File: config.mk
export PLATFORM = sky130hd
export DESIGN_NAME = shot_sequencer
export DESIGN_NICKNAME = d
export VERILOG_FILES = /design/src/rtl/game_pkg.sv /design/src/rtl/game_tick.sv /design/src/rtl/shot_sequencer.sv
export SDC_FILE = /design/constraint.sdc
export NUM_CORES = 1
export LEC_CHECK = 0
export ABC_AREA = 1
export BUFFER_PORTS_ARGS = -buffer_cell sky130_fd_sc_hd__buf_2
export CORE_ASPECT_RATIO = 0.8
export CORE_MARGIN = 5
export CORE_UTILIZATION = 54
export DETAILED_ROUTE_END_ITERATION = 6
export GPL_ROUTABILITY_DRIVEN = 0
export MAX_ROUTING_LAYER = met4
export PLACE_DENSITY = 0.81
export SETUP_SLACK_MARGIN = 0.15
export SYNTH_ARGS = -nofsm -noshare
export SYNTH_HDL_FRONTEND = slang
export SYNTH_HIERARCHICAL = 1
export SYNTH_SLANG_ARGS = --single-unit
File: constraint.sdc
create_clock -name clk -period 2.2 [get_ports clk]
set_input_delay 0.44 -clock clk [delete_from_list [all_inputs] [get_ports clk]]
set_output_delay 0.44 -clock clk [all_outputs]
set_load 0.01 [all_outputs]
File: src/rtl/game_pkg.sv
// Shared game types: FSM state encoding and grid geometry for the shooter,
// target generator and display.
`default_nettype none

package game_pkg;

  localparam int COORD_W = 5;
  localparam logic [COORD_W-1:0] GRID_MAX = 5'd31;

  typedef enum logic [2:0] {
    IDLE      = 3'd0,
    AIM       = 3'd1,
    FLIGHT    = 3'd2,
    RESULT    = 3'd3,
    GAME_OVER = 3'd4
  } state_t;

endpackage

`default_nettype wire

File: src/rtl/game_tick.sv
// Projectile row-step divider: one-cycle step pulse every TICK_DIV enabled cycles.
`default_nettype none

module game_tick #(
  parameter int TICK_DIV = 4
) (
  input  logic clk,
  input  logic reset,
  input  logic clear_i,
  input  logic en_i,
  output logic step_o
);

  localparam int CW = (TICK_DIV > 1) ? $clog2(TICK_DIV) : 1;
  localparam logic [CW-1:0] LAST = CW'(TICK_DIV - 1);

  logic [CW-1:0] cnt_q;

  assign step_o = en_i && (cnt_q == LAST);

  always_ff @(posedge clk or posedge reset) begin
    if (reset) begin
      cnt_q <= '0;
    end else if (clear_i) begin
      cnt_q <= '0;
    end else if (en_i) begin
      cnt_q <= (cnt_q == LAST) ? '0 : cnt_q + CW'(1);
    end
  end

endmodule

`default_nettype wire

File: src/rtl/shot_sequencer.sv
// Shooting-game round controller: fire edge -> projectile flight -> hit/miss, score and shots.
// Optional streak bonus scoring enabled by SHOT_SEQUENCER_STREAK_BONUS_EN.
`default_nettype none

module shot_sequencer
  import game_pkg::*;
#(
  parameter int MAX_SHOTS = 8,
  parameter int TICK_DIV  = 4,
  parameter int SCORE_W   = 8
) (
  input  logic                 clk,
  input  logic                 reset,
  input  logic                 start,
  input  logic                 fire,
  input  logic [COORD_W-1:0]   aim_x,
  input  logic [COORD_W-1:0]   target_x,
  input  logic [COORD_W-1:0]   target_y,
  output logic                 shoot,
  output logic                 result_valid,
  output logic                 hit,
  output logic [COORD_W-1:0]   proj_x,
  output logic [COORD_W-1:0]   proj_y,
  output logic                 proj_active,
  output logic [SCORE_W-1:0]   score,
  output logic [COORD_W-1:0]   shots_left,
  output logic                 game_over
);

  localparam logic [COORD_W-1:0] SHOTS_INIT = COORD_W'(MAX_SHOTS);

  state_t               state_q, state_d;
  logic                 fire_q;
  logic                 shoot_q, shoot_d;
  logic                 result_valid_q, result_valid_d;
  logic                 hit_q, hit_d;
  logic [COORD_W-1:0]   proj_x_q, proj_x_d;
  logic [COORD_W-1:0]   proj_y_q, proj_y_d;
  logic                 proj_active_q, proj_active_d;
  logic [SCORE_W-1:0]   score_q, score_d;
  logic [COORD_W-1:0]   shots_left_q, shots_left_d;
  logic                 game_over_q, game_over_d;
  logic                 stepped_q, stepped_d;
`ifdef SHOT_SEQUENCER_STREAK_BONUS_EN
  logic [1:0]           streak_q, streak_d;
`endif

  logic                 fire_rise;
  logic                 launch;
  logic                 step;
  logic                 on_target;
  logic                 resolve;
  logic [1:0]           score_inc;
  logic [SCORE_W:0]     score_sum;
  logic [SCORE_W-1:0]   score_sat;

  assign fire_rise = fire & ~fire_q;
  assign launch    = (state_q == AIM) && fire_rise;
  assign on_target = (proj_x_q == target_x) && (proj_y_q == target_y);
  // Resolve only on the cycle right after a row step, so the compare sees the new row.
  assign resolve   = (state_q == FLIGHT) && stepped_q &&
                     (on_target || (proj_y_q == GRID_MAX));

`ifdef SHOT_SEQUENCER_STREAK_BONUS_EN
  assign score_inc = (streak_q >= 2'd2) ? 2'd2 : 2'd1;
`else
  assign score_inc = 2'd1;
`endif
  assign score_sum = {1'b0, score_q} + (SCORE_W+1)'(score_inc);
  assign score_sat = score_sum[SCORE_W] ? {SCORE_W{1'b1}} : score_sum[SCORE_W-1:0];

  game_tick #(
    .TICK_DIV (TICK_DIV)
  ) u_tick (
    .clk     (clk),
    .reset   (reset),
    .clear_i (launch),
    .en_i    (state_q == FLIGHT),
    .step_o  (step)
  );

  always_comb begin
    state_d        = state_q;
    shoot_d        = 1'b0;
    result_valid_d = 1'b0;
    hit_d          = hit_q;
    proj_x_d       = proj_x_q;
    proj_y_d       = proj_y_q;
    proj_active_d  = proj_active_q;
    score_d        = score_q;
    shots_left_d   = shots_left_q;
    game_over_d    = game_over_q;
    stepped_d      = 1'b0;
`ifdef SHOT_SEQUENCER_STREAK_BONUS_EN
    streak_d       = streak_q;
`endif

    case (state_q)
      IDLE, GAME_OVER: begin
        if (start) begin
          state_d      = AIM;
          game_over_d  = 1'b0;
          score_d      = '0;
          shots_left_d = SHOTS_INIT;
`ifdef SHOT_SEQUENCER_STREAK_BONUS_EN
          streak_d     = 2'd0;
`endif
        end
      end
      AIM: begin
        if (launch) begin
          state_d       = FLIGHT;
          shoot_d       = 1'b1;
          proj_x_d      = aim_x;
          proj_y_d      = '0;
          proj_active_d = 1'b1;
        end
      end
      FLIGHT: begin
        if (resolve) begin
          state_d        = RESULT;
          result_valid_d = 1'b1;
          hit_d          = on_target;
          proj_active_d  = 1'b0;
          shots_left_d   = shots_left_q - COORD_W'(1);
          if (on_target) begin
            score_d = score_sat;
          end
`ifdef SHOT_SEQUENCER_STREAK_BONUS_EN
          if (on_target) begin
            streak_d = (streak_q == 2'd3) ? 2'd3 : streak_q + 2'd1;
          end else begin
            streak_d = 2'd0;
          end
`endif
        end else if (step) begin
          proj_y_d  = proj_y_q + COORD_W'(1);
          stepped_d = 1'b1;
        end
      end
      RESULT: begin
        if (shots_left_q == '0) begin
          state_d     = GAME_OVER;
          game_over_d = 1'b1;
        end else begin
          state_d = AIM;
        end
      end
      default: state_d = IDLE;
    endcase
  end

  always_ff @(posedge clk or posedge reset) begin
    if (reset) begin
      state_q        <= IDLE;
      fire_q         <= 1'b0;
      shoot_q        <= 1'b0;
      result_valid_q <= 1'b0;
      hit_q          <= 1'b0;
      proj_x_q       <= '0;
      proj_y_q       <= '0;
      proj_active_q  <= 1'b0;
      score_q        <= '0;
      shots_left_q   <= SHOTS_INIT;
      game_over_q    <= 1'b0;
      stepped_q      <= 1'b0;
`ifdef SHOT_SEQUENCER_STREAK_BONUS_EN
      streak_q       <= 2'd0;
`endif
    end else begin
      state_q        <= state_d;
      fire_q         <= fire;
      shoot_q        <= shoot_d;
      result_valid_q <= result_valid_d;
      hit_q          <= hit_d;
      proj_x_q       <= proj_x_d;
      proj_y_q       <= proj_y_d;
      proj_active_q  <= proj_active_d;
      score_q        <= score_d;
      shots_left_q   <= shots_left_d;
      game_over_q    <= game_over_d;
      stepped_q      <= stepped_d;
`ifdef SHOT_SEQUENCER_STREAK_BONUS_EN
      streak_q       <= streak_d;
`endif
    end
  end

  assign shoot        = shoot_q;
  assign result_valid = result_valid_q;
  assign hit          = hit_q;
  assign proj_x       = proj_x_q;
  assign proj_y       = proj_y_q;
  assign proj_active  = proj_active_q;
  assign score        = score_q;
  assign shots_left   = shots_left_q;
  assign game_over    = game_over_q;

endmodule

`default_nettype wire
# After elaboration in Yosys (flattened, before gate mapping)
# Cells that the tools add are included.
[op_classes]
n_eq_ne = 15
n_reduce_logical = 21
n_bitwise = 2
add_sub_neg = 4
mux = 33
[op_table]
columns = ["cell", "n"]
rows = [
  ["$mux 8", 4],
  ["$mux 5", 5],
  ["$pmux 5 s2", 2],
  ["$pmux 8 s2", 1],
  ["$ne 2x2->1 const B", 7],
  ["$mux 3", 4],
  ["$pmux 3 s4", 1],
  ["$reduce_and 3->1", 4],
  ["$mux 1", 11],
  ["$eq 5x5->1", 2],
  ["$add 8x1->9 const B", 1],
  ["$reduce_and 4->1", 2],
  ["$reduce_bool 2->1", 4],
  ["$eq 3x2->1 const B", 2],
  ["$mux 2", 3],
  ["$add 5x1->5 const B", 1],
  ["$eq 5x5->1 const B", 1],
  ["$logic_and 1x1->1", 5],
  ["$logic_not 5->1", 1],
  ["$sub 5x1->5 const B", 1],
  ["$pmux 1 s2", 2],
  ["$reduce_and 2->1", 2],
  ["$eq 3x1->1 const B", 1],
  ["$eq 3x3->1 const B", 1],
  ["7 further kinds", 7],
]
[totals]
wordCells = 88
ff_bits = 35
out_inout_bits = 28
in_bits = 19

# Logic depth before layout (Yosys ltp)
# Gate-level depths: netlist of run 1.
[depth]
depth_word = 6
depth_mapped = 13
depth_no_buf = 13

# By module
# Netlist of run 1, hierarchy kept.
[by_module_without_submodules]
columns = ["module", "n_inst", "seq_area_each_um2", "area_per_inst_um2", "cells_per_inst"]
rows = [
  ["shot_sequencer", 1, 827.0, 1954.4, 254],
  ["game_tick", 1, 50.0, 111.4, 15],
]

# Least setup slack after synthesis of run 1
# OpenSTA, ideal clock, no wires.
[synth_timing]
path_kind = "register to register"
from = "register proj_y_q[0], in the netlist proj_y[0]"
to = "register proj_y_q[0], in the netlist proj_y[0]"
required_ns = 2.083
n_path_buf = 0
synth_period_minus_slack_ns = 1.607
slack_ns = 0.593
setup_ns = 0.117
arrival_ns = 1.489
path_stages_with_launch = 13
cell_sequence = "dfrtp_1 > ha_1 > nand2_1 > nor2_1 > ha_1 > inv_1 > nand2_1 > nand2_4 > nand2_8 > nand2_4 > nand2_2 > nand2_1 > nand2_1"
[synth_between]
elab_chain_len = 6
elab_cells_between_ends = 11
cone_classes = "add/sub (1); eq/ne (3); mux (3); reduce/logical (4)"
[synth_rtl]
columns = ["item", "line_no", "source"]
rows = [
  ["start, declared", "shot_sequencer.sv:38", "logic [COORD_W-1:0] proj_y_q, proj_y_d;"],
  ["start signal, assigned", "shot_sequencer.sv:177", "proj_y_q <= proj_y_d;"],
  ["parallel branches: the longest is 6 deep, another holds $add 5x1->5", "n/a", ""],
]
# Parallel ways; which one is timed is not known. The select of a mux whose other input is x is not followed.
# A chain may end at the register's enable or synchronous reset.

# Worst setup path after layout of run 1
[layout_timing]
from = "register score_q[0], in the netlist score[0]"
to = "register score_q[0], in the netlist score[0]"
[layout_between]
elab_chain_len = 5
[layout_rtl]
columns = ["item", "line_no", "source"]
rows = [
  ["start, declared", "shot_sequencer.sv:40", "logic [SCORE_W-1:0] score_q, score_d;"],
  ["start signal, assigned", "shot_sequencer.sv:179", "score_q <= score_d;"],
  ["$add 8x1->9", "shot_sequencer.sv:69", "assign score_sum = {1'b0, score_q} + (SCORE_W+1)'(score_inc);"],
  ["$mux 8", "shot_sequencer.sv:70", "assign score_sat = score_sum[SCORE_W] ? {SCORE_W{1'b1}} : score_sum[SCORE_W-1:0];"],
  ["$mux 8", "shot_sequencer.sv:126", "if (on_target) begin"],
  ["$mux 8", "shot_sequencer.sv:120", "if (resolve) begin"],
  ["$pmux 8 s2", "shot_sequencer.sv:98", "case (state_q)"],
]
# No other way between the ends. The select of a mux whose other input is x is not followed.

==> results.toml, run 1 <==
[run_status]
outcome = "finished clean"

[worst_setup_path]
start_kind = "flip-flop"
path_class = "flip-flop to flip-flop"
worst-path-max-fanout = 7
slowest_stage = "dfrtp_1"
worstPathRequired_ns = 2.42
cp.arrival_ns = 1.97
max_stage_delay_ns = 0.43
crit_top_cell = "nand4_1"
crit_path_end_kind = "flip-flop"
crit_chain = "ha_1, nand4_1, nor2_1, nand3_1, a21oi_1, nand4_1, nand2_1"

[logic_synthesis]
yosysSeqAreaShare_pct = 42.5
netlist-cell-type-count = 31
synth_common_cells = "86 x nand2_1, 34 x dfrtp_1, 33 x inv_1"
synth_flop_cell = "dfrtp_1"
async_reset_ff_share_pct = 100
synth_top_area_share_pct = 41.2
yosys_warnings = 6
postSynthCellCount = 269
synth.net_count = 294
synth_area_leader_cell = "dfrtp_1"
ys_seq_elements = 35
synth_area_leaders = "dfrtp_1 41%, nand2_1 16%, inv_1 6.0%"
syn_area_um2 = 2070
syn_area_per_cell_um2 = 7.68
synth_edf_count = 0
yosysMostFrequentCell = "nand2_1"

[sta]
finalCritPeriodShare_pct = 79.6
rsz0062_at_grt = "false"
finalClockSkew_ns = 0.00414
fin_ws_ns = 0.449
hold_violations = 0
setup_violations = 0
slew_headroom_pct = 72.9
report.final.slew_viol_count = 0
period_needed_ns = 1.75
tns_ns = 0
fmax_ghz = 0.571
holdWs_ns = 0.270
tightest_slew_ns = 0.407

[clocking]
cts_tree = "done"
cts_resized = 0
path_clk_slew_ns = 0.07
htree_levels = 2
cts_made_buffers = 5
cts_max_path_buffers = 2
clk_latency_ns = 0.29
root_buffer = "clkbuf_8"
post_cts_buffers = 0
cts.sinks = 35
hold_buffers = 1

[global_routing]
antenna_found_initial = 0
grt_max_degree = 34
grt_pass1_vias = 1575
grt_use_total_pct = 18.0
grt-ovfl-total = 0
grt_pass1_wl_um = 7070

[placement]
dp_hpwl_um = 3120
post-place-ws_ns = 0.409
io_buffers = 46
postPlaceCellArea_um2 = 2340

[finish]
antennaDiodeCount = 0
fin_util_pct = 65.0
post-route-cell-area_um2 = 2440
fin_nets = 346
area_delta_synth_final_pct = 18.2
drive_gt1_share_pct = 23.9

[routing]
wirelength_met1_um = 1990
drc = 0
routedWlPerCell_um = 11.4
routed.top_layer = "met4"
met3_length_um = 236
via_count = 1780
via_per_inst = 4.86
antenna_left = 0
met2_length_um = 1920
drt_iter0_drc = 111
detailedRoute.firstPassIterationCount = 4
wirelength_um = 4170

[die]
fp-row-count = 20
dieArea_um2 = 5170
dieHeight_um = 65.3
io_pins = 47
start_util_pct = 55.0
core_area_um2 = 3750
die_w_um = 79.2

[pwr]
p_leak_nw = 1.39
ir_drop_mv = 0.592
p_per_area_nw_per_um2 = 1060

[run]
maxCapViolations = 0

[worst_hold_path]
hp-class = "primary input to flip-flop"
[per-stage QoR]
| step | total power, mW | std cells |
|---|---|---|
| after CTS | 2.62 | 366 |
| final | 2.60 | 366 |
| after detailed placement | 2.12 | 357 |
| after global routing | 2.83 | 366 |
| after global placement | 2.09 | 357 |
| after floorplan | 1.85 | 269 |
[critical path: cells and delay by family, from the launching register on]
family | cells | cell delay, ns
DFF | 1 | 0.43
adders and majority gates | 1 | 0.25
and+or+nand+nor | 5 | 0.81
AOI/OAI and AO/OA | 1 | 0.20
[placed cells by master, fill, tap and decap left out]
cell type       n
nand3_1        15
nor3_2          1
clkinvlp_4      1
nand3_2         2
a22oi_1         1
o21ai_0        11
nand2_4         2
dfrtp_1        34
o21ai_4         1
dfstp_2         1
ha_1            6
nand2_1        86
a21oi_1         8
nor2_4          2
clkinv_1        1
nor2_8          1
nand3_4         1
buf_2          46
xor2_1          4
nor3b_1         1
inv_4           1
buf_4           1
nor2_1         22
or2_0           1
inv_2           8
inv_1          33
clkinv_4        2
nand2_2         1
a31oi_1         2
nand4_1        12
xnor2_1         5
nand2_8         1
o21ai_1         2
dlygate4sd3_1   1
clkbuf_8        5
[routing by layer]
metal | vias to the layer above | track usage, %
met5 | - | -
met2 | 46 | 27.8
li1 | 949 | -
met1 | 783 | 23.5
met3 | 2 | 5.62
met4 | 0 | 3.43
[power breakdown]
group,switching (mW),internal [mW]
combinational,0.774,0.398
sequential,0.143,0.798
clock,0.256,0.226
[flip-flops by register name, indices dropped and copies added (netlist names)]
name,count
fire_q,1
game_over,1
hit,1
proj_active,1
proj_x,5
proj_y,5
result_valid,1
score,8
shoot,1
shots_left,5
state_q,3
stepped_q,1
u_tick/cnt_q,2
[area by class of cell]
type / instances / area, um^2
tap: 44 / 55.1
clock buffer: 5 / 68.8
clock inverter: 3 / 25.0
multi-input combinational: 188 / 1000
sequential: 35 / 877
inverter: 43 / 164
timing repair buffer: 48 / 248
fill: 311 / 1310
[cell families (layout without fill, tap and decap cells)]
family	after synthesis	after routing	synth area share [%]
compound gates	25	25	6.84
fa+ha+maj	6	6	3.63
buf+inv	46	99	8.96
xor+xnor	9	9	3.82
simple gates	148	148	34.3
flops	35	35	42.5
[path summary, 6_finish.rpt]
| check | to | slack [ns] | start | cells past startpoint |
|---|---|---|---|---|
| max | score[0]$_DFFE_PP0P_ | 0.45 | score[0]$_DFFE_PP0P_ | 7 |
| min | fire_q$_DFF_PP0_ | 0.27 | fire | 1 |
| max reg2reg | score[0]$_DFFE_PP0P_ | 0.45 | score[0]$_DFFE_PP0P_ | 7 |
| min reg2reg | proj_active$_DFFE_PP0P_ | 0.49 | proj_active$_DFFE_PP0P_ | 2 |
| max in group asynchronous | shots_left[3]$_DFFE_PP1P_ | 1.09 | reset | 4 |
| min in group asynchronous | u_tick/cnt_q[1]$_DFFE_PP0P_ | 0.55 | reset | 3 |
(Power assumes the default switching activity.)
==> run 2: changes to the inputs <==
CORE_UTILIZATION = 48   (was 54)
PLACE_DENSITY = 0.76   (was 0.81)
clock period = 1.45 ns   (was 2.2 ns; I/O delays follow)
==> results.toml, run 2 (synthesis gave the netlist of run 1 again) <==
[run_status]
outcome = "finished with violations"
violations = "setup timing"

[routing]
met3_length_um = 308
wirelength_um = 5830
drt_iter0_drc = 119
antenna_left = 0
via_count = 2121
wirelength_met1_um = 2440
routed.top_layer = "met4"
detailedRoute.firstPassIterationCount = 5
routedWlPerCell_um = 13.8
via_per_inst = 5.01
drc = 0
met2_length_um = 3010

[worst_setup_path]
worstPathRequired_ns = 1.64
cp_top_family = "simple AND/OR/NAND/NOR gates"
crit_path_end_kind = "flip-flop"
crit_buf_inv = 1
path_class = "flip-flop to flip-flop"
cp.arrival_ns = 1.84
worst-path-max-fanout = 6
crit_top_cell = "nand2_8"
max_stage_delay_ns = 0.46
slowest_stage = "dfrtp_2"
start_kind = "flip-flop"
crit_chain = "ha_4, nand2_2, nor2_2, ha_2, inv_2, nand2_2, nand2_4, nand2_8, nand2_8, nand2_8, nand2_1, nand2_1"

[pwr]
swShare_pct = 43.2
power.share.clock_pct = 17.1
seq_power_share_pct = 26.7
finalPower_mw = 5.39
ir_drop_mv = 0.924
p_leak_nw = 1.68
comb_power_share_pct = 56.2
p_sw_mw = 2.33
p_int_mw = 3.06
p_per_area_nw_per_um2 = 1740

[run]
maxCapViolations = 0

[sta]
finalCritPeriodShare_pct = 114
report.final.slew_viol_count = 0
period_needed_ns = 1.65
tightest_slew_ns = 0.428
finalClockSkew_ns = 0.00395
slew_headroom_pct = 71.5
fin_ws_ns = -0.201
hold_violations = 0
fmax_ghz = 0.606
tns_ns = -3.66
rsz0062_at_grt = "true"
setup_violations = 24
holdWs_ns = 0.114

[clocking]
cts_max_path_buffers = 2
cts_made_buffers = 5
root_buffer = "clkbuf_8"
cts_tree = "done"
clk_latency_ns = 0.30
htree_levels = 2
cts.sinks = 35
path_clk_slew_ns = 0.07

[global_routing]
grt_max_degree = 34
grt-ovfl-total = 0
grt_use_total_pct = 20.2
antenna_found_initial = 0
grt_pass1_wl_um = 8780
grt_pass1_vias = 1886

[placement]
dpl.cell_count = 401
io_buffers = 46
post-place-ws_ns = -0.141
dp_hpwl_um = 3730
postPlaceCellArea_um2 = 2620

[die]
core_area_um2 = 4180
start_util_pct = 49.4
die_w_um = 83.3
io_pins = 47
fp-row-count = 21
dieHeight_um = 68.7
dieArea_um2 = 5720

[finish]
layoutNonFillerInstCount = 423
final_common_cell = "nand2_1"
final_cell_mix = "70 x nand2_1, 43 x buf_2, 29 x inv_1"
fin_util_pct = 74.3
antennaDiodeCount = 0
fin_nets = 390
largest_reg_flops = 8
drive_gt1_share_pct = 44.8
post-route-cell-area_um2 = 3100
area_delta_synth_final_pct = 50.2

[worst_hold_path]
hp-class = "primary input to flip-flop"
run 2: worst register-to-register path: stages, from the launching register on:
cell	delay (ns)
dfrtp_2	0.46
ha_4	0.18
nand2_2	0.07
nor2_2	0.04
ha_2	0.18
inv_2	0.05
nand2_2	0.05
nand2_4	0.11
nand2_8	0.10
nand2_8	0.11
nand2_8	0.08
nand2_1	0.08
nand2_1	0.06
run 2: power groups by stage:
stage          clock, mW  combinational [mW]  sequential [mW]
2_1_floorplan          0                1.38             1.50
3_3_place_gp           0                2.22             1.43
3_5_place_dp           0                2.28             1.44
4_1_cts            0.941                2.45             1.43
5_1_grt            0.998                3.29             1.46
6_report           0.922                3.02             1.44
run 2: final timing paths:
check | startpoint | endpoint | slack (ns) | cells past startpoint
setup reg to reg | proj_y[0]$_DFFE_PP0P_ | proj_y[3]$_DFFE_PP0P_ | -0.20 | 12
setup / recovery | proj_y[0]$_DFFE_PP0P_ | proj_y[3]$_DFFE_PP0P_ | -0.20 | 12
hold / removal | fire | fire_q$_DFF_PP0_ | 0.11 | 1
min in group asynchronous | reset | u_tick/cnt_q[0]$_DFFE_PP0P_ | 0.38 | 3
max in group asynchronous | reset | shots_left[3]$_DFFE_PP1P_ | 0.48 | 4
hold reg to reg | shots_left[1]$_DFFE_PP0P_ | shots_left[1]$_DFFE_PP0P_ | 0.52 | 2
run 2: repair_timing:
action | 4_1_cts | 5_1_grt
gates cloned | 1 | 1
endpoints found under the setup margin | 30 | 39
hold buffers | 1 | 0
endpoints found under the hold margin | 2 | 0
resized for setup | 15 | 59
buffers inserted | 4 | 7
pin swaps | 9 | 11
run 2: layer usage:
metal	vias to the layer above	GRT usage (%)
met3	7	6.65
met2	49	34.0
met1	1021	24.1
li1	1044	-
met4	0	4.69
met5	-	-
run 2: layout make-up:
| cell class | count | area, um^2 |
|---|---|---|
| clock inverter | 2 | 35.0 |
| clock buffer | 6 | 82.6 |
| multi-input combinational | 189 | 1190 |
| inverter | 43 | 176 |
| fill | 292 | 1070 |
| timing repair buffer | 91 | 662 |
| tap | 57 | 71.3 |
| sequential | 35 | 885 |
==> run 3: changes to the inputs <==
SYNTH_HIERARCHICAL = default   (was 1)
==> results.toml, run 3 <==
[run_status]
outcome = "finished with violations"
violations = "setup timing"

[sta]
period_needed_ns = 1.67
finalCritPeriodShare_pct = 115
tightest_slew_ns = 0.411
holdWs_ns = 0.119
rsz0062_at_grt = "true"
finalClockSkew_ns = 0.00983
fin_ws_ns = -0.221
report.final.slew_viol_count = 0
hold_violations = 0
fmax_ghz = 0.598
tns_ns = -3.66
slew_headroom_pct = 72.5
setup_violations = 23

[finish]
antennaDiodeCount = 0
final_cell_mix = "69 x nand2_1, 44 x buf_2, 34 x inv_1"
n_fill_cell = 337
post-route-cell-area_um2 = 2930
largest_reg_flops = 8
drive_gt1_share_pct = 40.8
fin_nets = 384
final_common_cell = "nand2_1"
area_delta_synth_final_pct = 43.3

[routing]
via_count = 2012
wirelength_um = 5240
drc = 0
detailedRoute.firstPassIterationCount = 4
antenna_left = 0
drt_iter0_drc = 135
via_per_inst = 4.82
routedWlPerCell_um = 12.6

[global_routing]
grt_use_total_pct = 19.5
antenna_found_initial = 0
grt_pass1_vias = 1906
grt_max_degree = 28
grt_pass1_wl_um = 8470
grt-ovfl-total = 0

[logic_synthesis]
synth_area_leader_cell = "dfrtp_1"
yosys_warnings = 0
postSynthCellCount = 273
synth_edf_count = 0
netlist-cell-type-count = 31
ys_seq_elements = 35
synth_area_leaders = "dfrtp_1 42%, nand2_1 16%, inv_1 7.0%"
async_reset_ff_share_pct = 100
synth_flop_cell = "dfrtp_1"
synth_common_cells = "87 x nand2_1, 38 x inv_1, 34 x dfrtp_1"
synth.net_count = 298
synth_top_area_share_pct = 41.6
syn_area_um2 = 2050
yosysMostFrequentCell = "nand2_1"
syn_area_per_cell_um2 = 7.50
yosysSeqAreaShare_pct = 42.8

[worst_setup_path]
slowest_stage = "dfrtp_2"
crit_top_cell = "nand2_8"
path_class = "flip-flop to flip-flop"
crit_path_end_kind = "flip-flop"
cp.arrival_ns = 1.85
worst-path-max-fanout = 6
crit_chain = "ha_4, nand2_4, nor2_4, ha_2, o21bai_4, nand2_4, nand2_8, nand2_8, nand2_8, nand2_2, nand2_1"
cp_top_family = "simple AND/OR/NAND/NOR gates"
start_kind = "flip-flop"
worstPathRequired_ns = 1.63
crit_buf_inv = 0
max_stage_delay_ns = 0.45

[clocking]
cts_max_path_buffers = 2
root_buffer = "clkbuf_8"
clk_latency_ns = 0.30
cts_tree = "done"
cts.sinks = 35
htree_levels = 2
path_clk_slew_ns = 0.08
cts_made_buffers = 5

[die]
fp-row-count = 21
start_util_pct = 49.3
io_pins = 47
die_w_um = 83.0
dieHeight_um = 68.4
dieArea_um2 = 5680
core_area_um2 = 4150

[placement]
dp_hpwl_um = 3540
postPlaceCellArea_um2 = 2560
io_buffers = 46

[run]
maxCapViolations = 0

[worst_hold_path]
hp-class = "primary input to flip-flop"

[pwr]
p_leak_nw = 1.57
ir_drop_mv = 1.47
p_per_area_nw_per_um2 = 1650
run 3: changes by cell type after synthesis, moves of 2 or more:
| cell | previous run | this run |
|---|---|---|
| nand3_1 | 15 | 13 |
| xnor2_1 | 5 | 1 |
| inv_1 | 33 | 38 |
| a21oi_1 | 8 | 11 |
| inv_2 | 8 | 4 |
| nor2_4 | 2 | 0 |
| o21ai_1 | 2 | 0 |
| nor3_1 | 0 | 8 |
| nand4_1 | 12 | 9 |
| nor2_1 | 22 | 26 |
run 3: power breakdown:
part	leakage, nW	switching [mW]	internal [mW]
logic	1.07	1.57	1.11
clock network	0.0408	0.400	0.343
registers	0.459	0.196	1.22
run 3: final cells by class:
type                    count  area (um^2)  area share (%)
repair buffers             82          578            19.7
inverters                  42          158            5.38
clock inverters             3         23.8           0.811
multi-input cells         193         1150            39.3
flip-flops and latches     35          880            30.0
well taps                  57         71.3            2.43
clock buffers               5         68.8            2.35
run 3: cells by family after synthesis:
family          share of synthesized area [%]
buf+inv                                  9.11
compound gates                           6.72
simple gates                             35.9
fa+ha+maj                                3.67
xor+xnor                                 1.71
flops                                    42.8
run 3: timing repair:
action | in CTS | in global routing
hold buffers | 1 | 0
endpoints found under the hold margin | 7 | 0
gates resized for setup | 12 | 44
endpoints found under the setup margin | 33 | 35
setup buffers | 4 | 6
gates cloned | 1 | 1
pin swaps | 15 | 18
run 3: worst register-to-register path, delay by kind of cell (launching register included):
kind / cells / cell delay, ns
flip-flops: 1 / 0.45
adder cells (fa/ha/maj): 2 / 0.33
AO/OA/AOI/OAI: 1 / 0.17
AND/OR/NAND/NOR: 8 / 0.60
run 3: path summary, 6_finish.rpt:
check | startpoint | slack [ns] | endpoint | cells after the start
min in group asynchronous | reset | 0.50 | proj_x[1]$_DFFE_PP0P_ | 3
worst min register to register | proj_active$_DFFE_PP0P_ | 0.49 | proj_active$_DFFE_PP0P_ | 2
max in group asynchronous | reset | 0.45 | proj_y[0]$_DFFE_PP0P_ | 4
worst max register to register | proj_y[1]$_DFFE_PP0P_ | -0.22 | proj_y[0]$_DFFE_PP0P_ | 11
worst max-delay path | proj_y[1]$_DFFE_PP0P_ | -0.22 | proj_y[0]$_DFFE_PP0P_ | 11
worst min-delay path | fire | 0.12 | fire_q$_DFF_PP0_ | 1
run 3: stage by stage:
step | util, % | cells | total power [mW] | setup WS (ns)
finish | 70.6 | 417 | 4.85 | -0.221
global placement | 61.6 | 396 | 3.42 | -0.188
CTS | 66.0 | 410 | 4.44 | -0.185
floorplan | - | 273 | 2.76 | -0.140
global route | 70.6 | 417 | 5.22 | -0.297
detailed placement | 61.6 | 396 | 3.48 | -0.216
run 3: per-layer routing:
layer	global-route usage (%)	wire length [um]	vias to the layer above	part of all wire [%]
met5	-	0	-	0
met4	7.55	86	0	1.6
met3	5.90	281	9	5.4
met2	31.7	2480	53	47
met1	23.1	2390	913	46
li1	-	-	1037	-
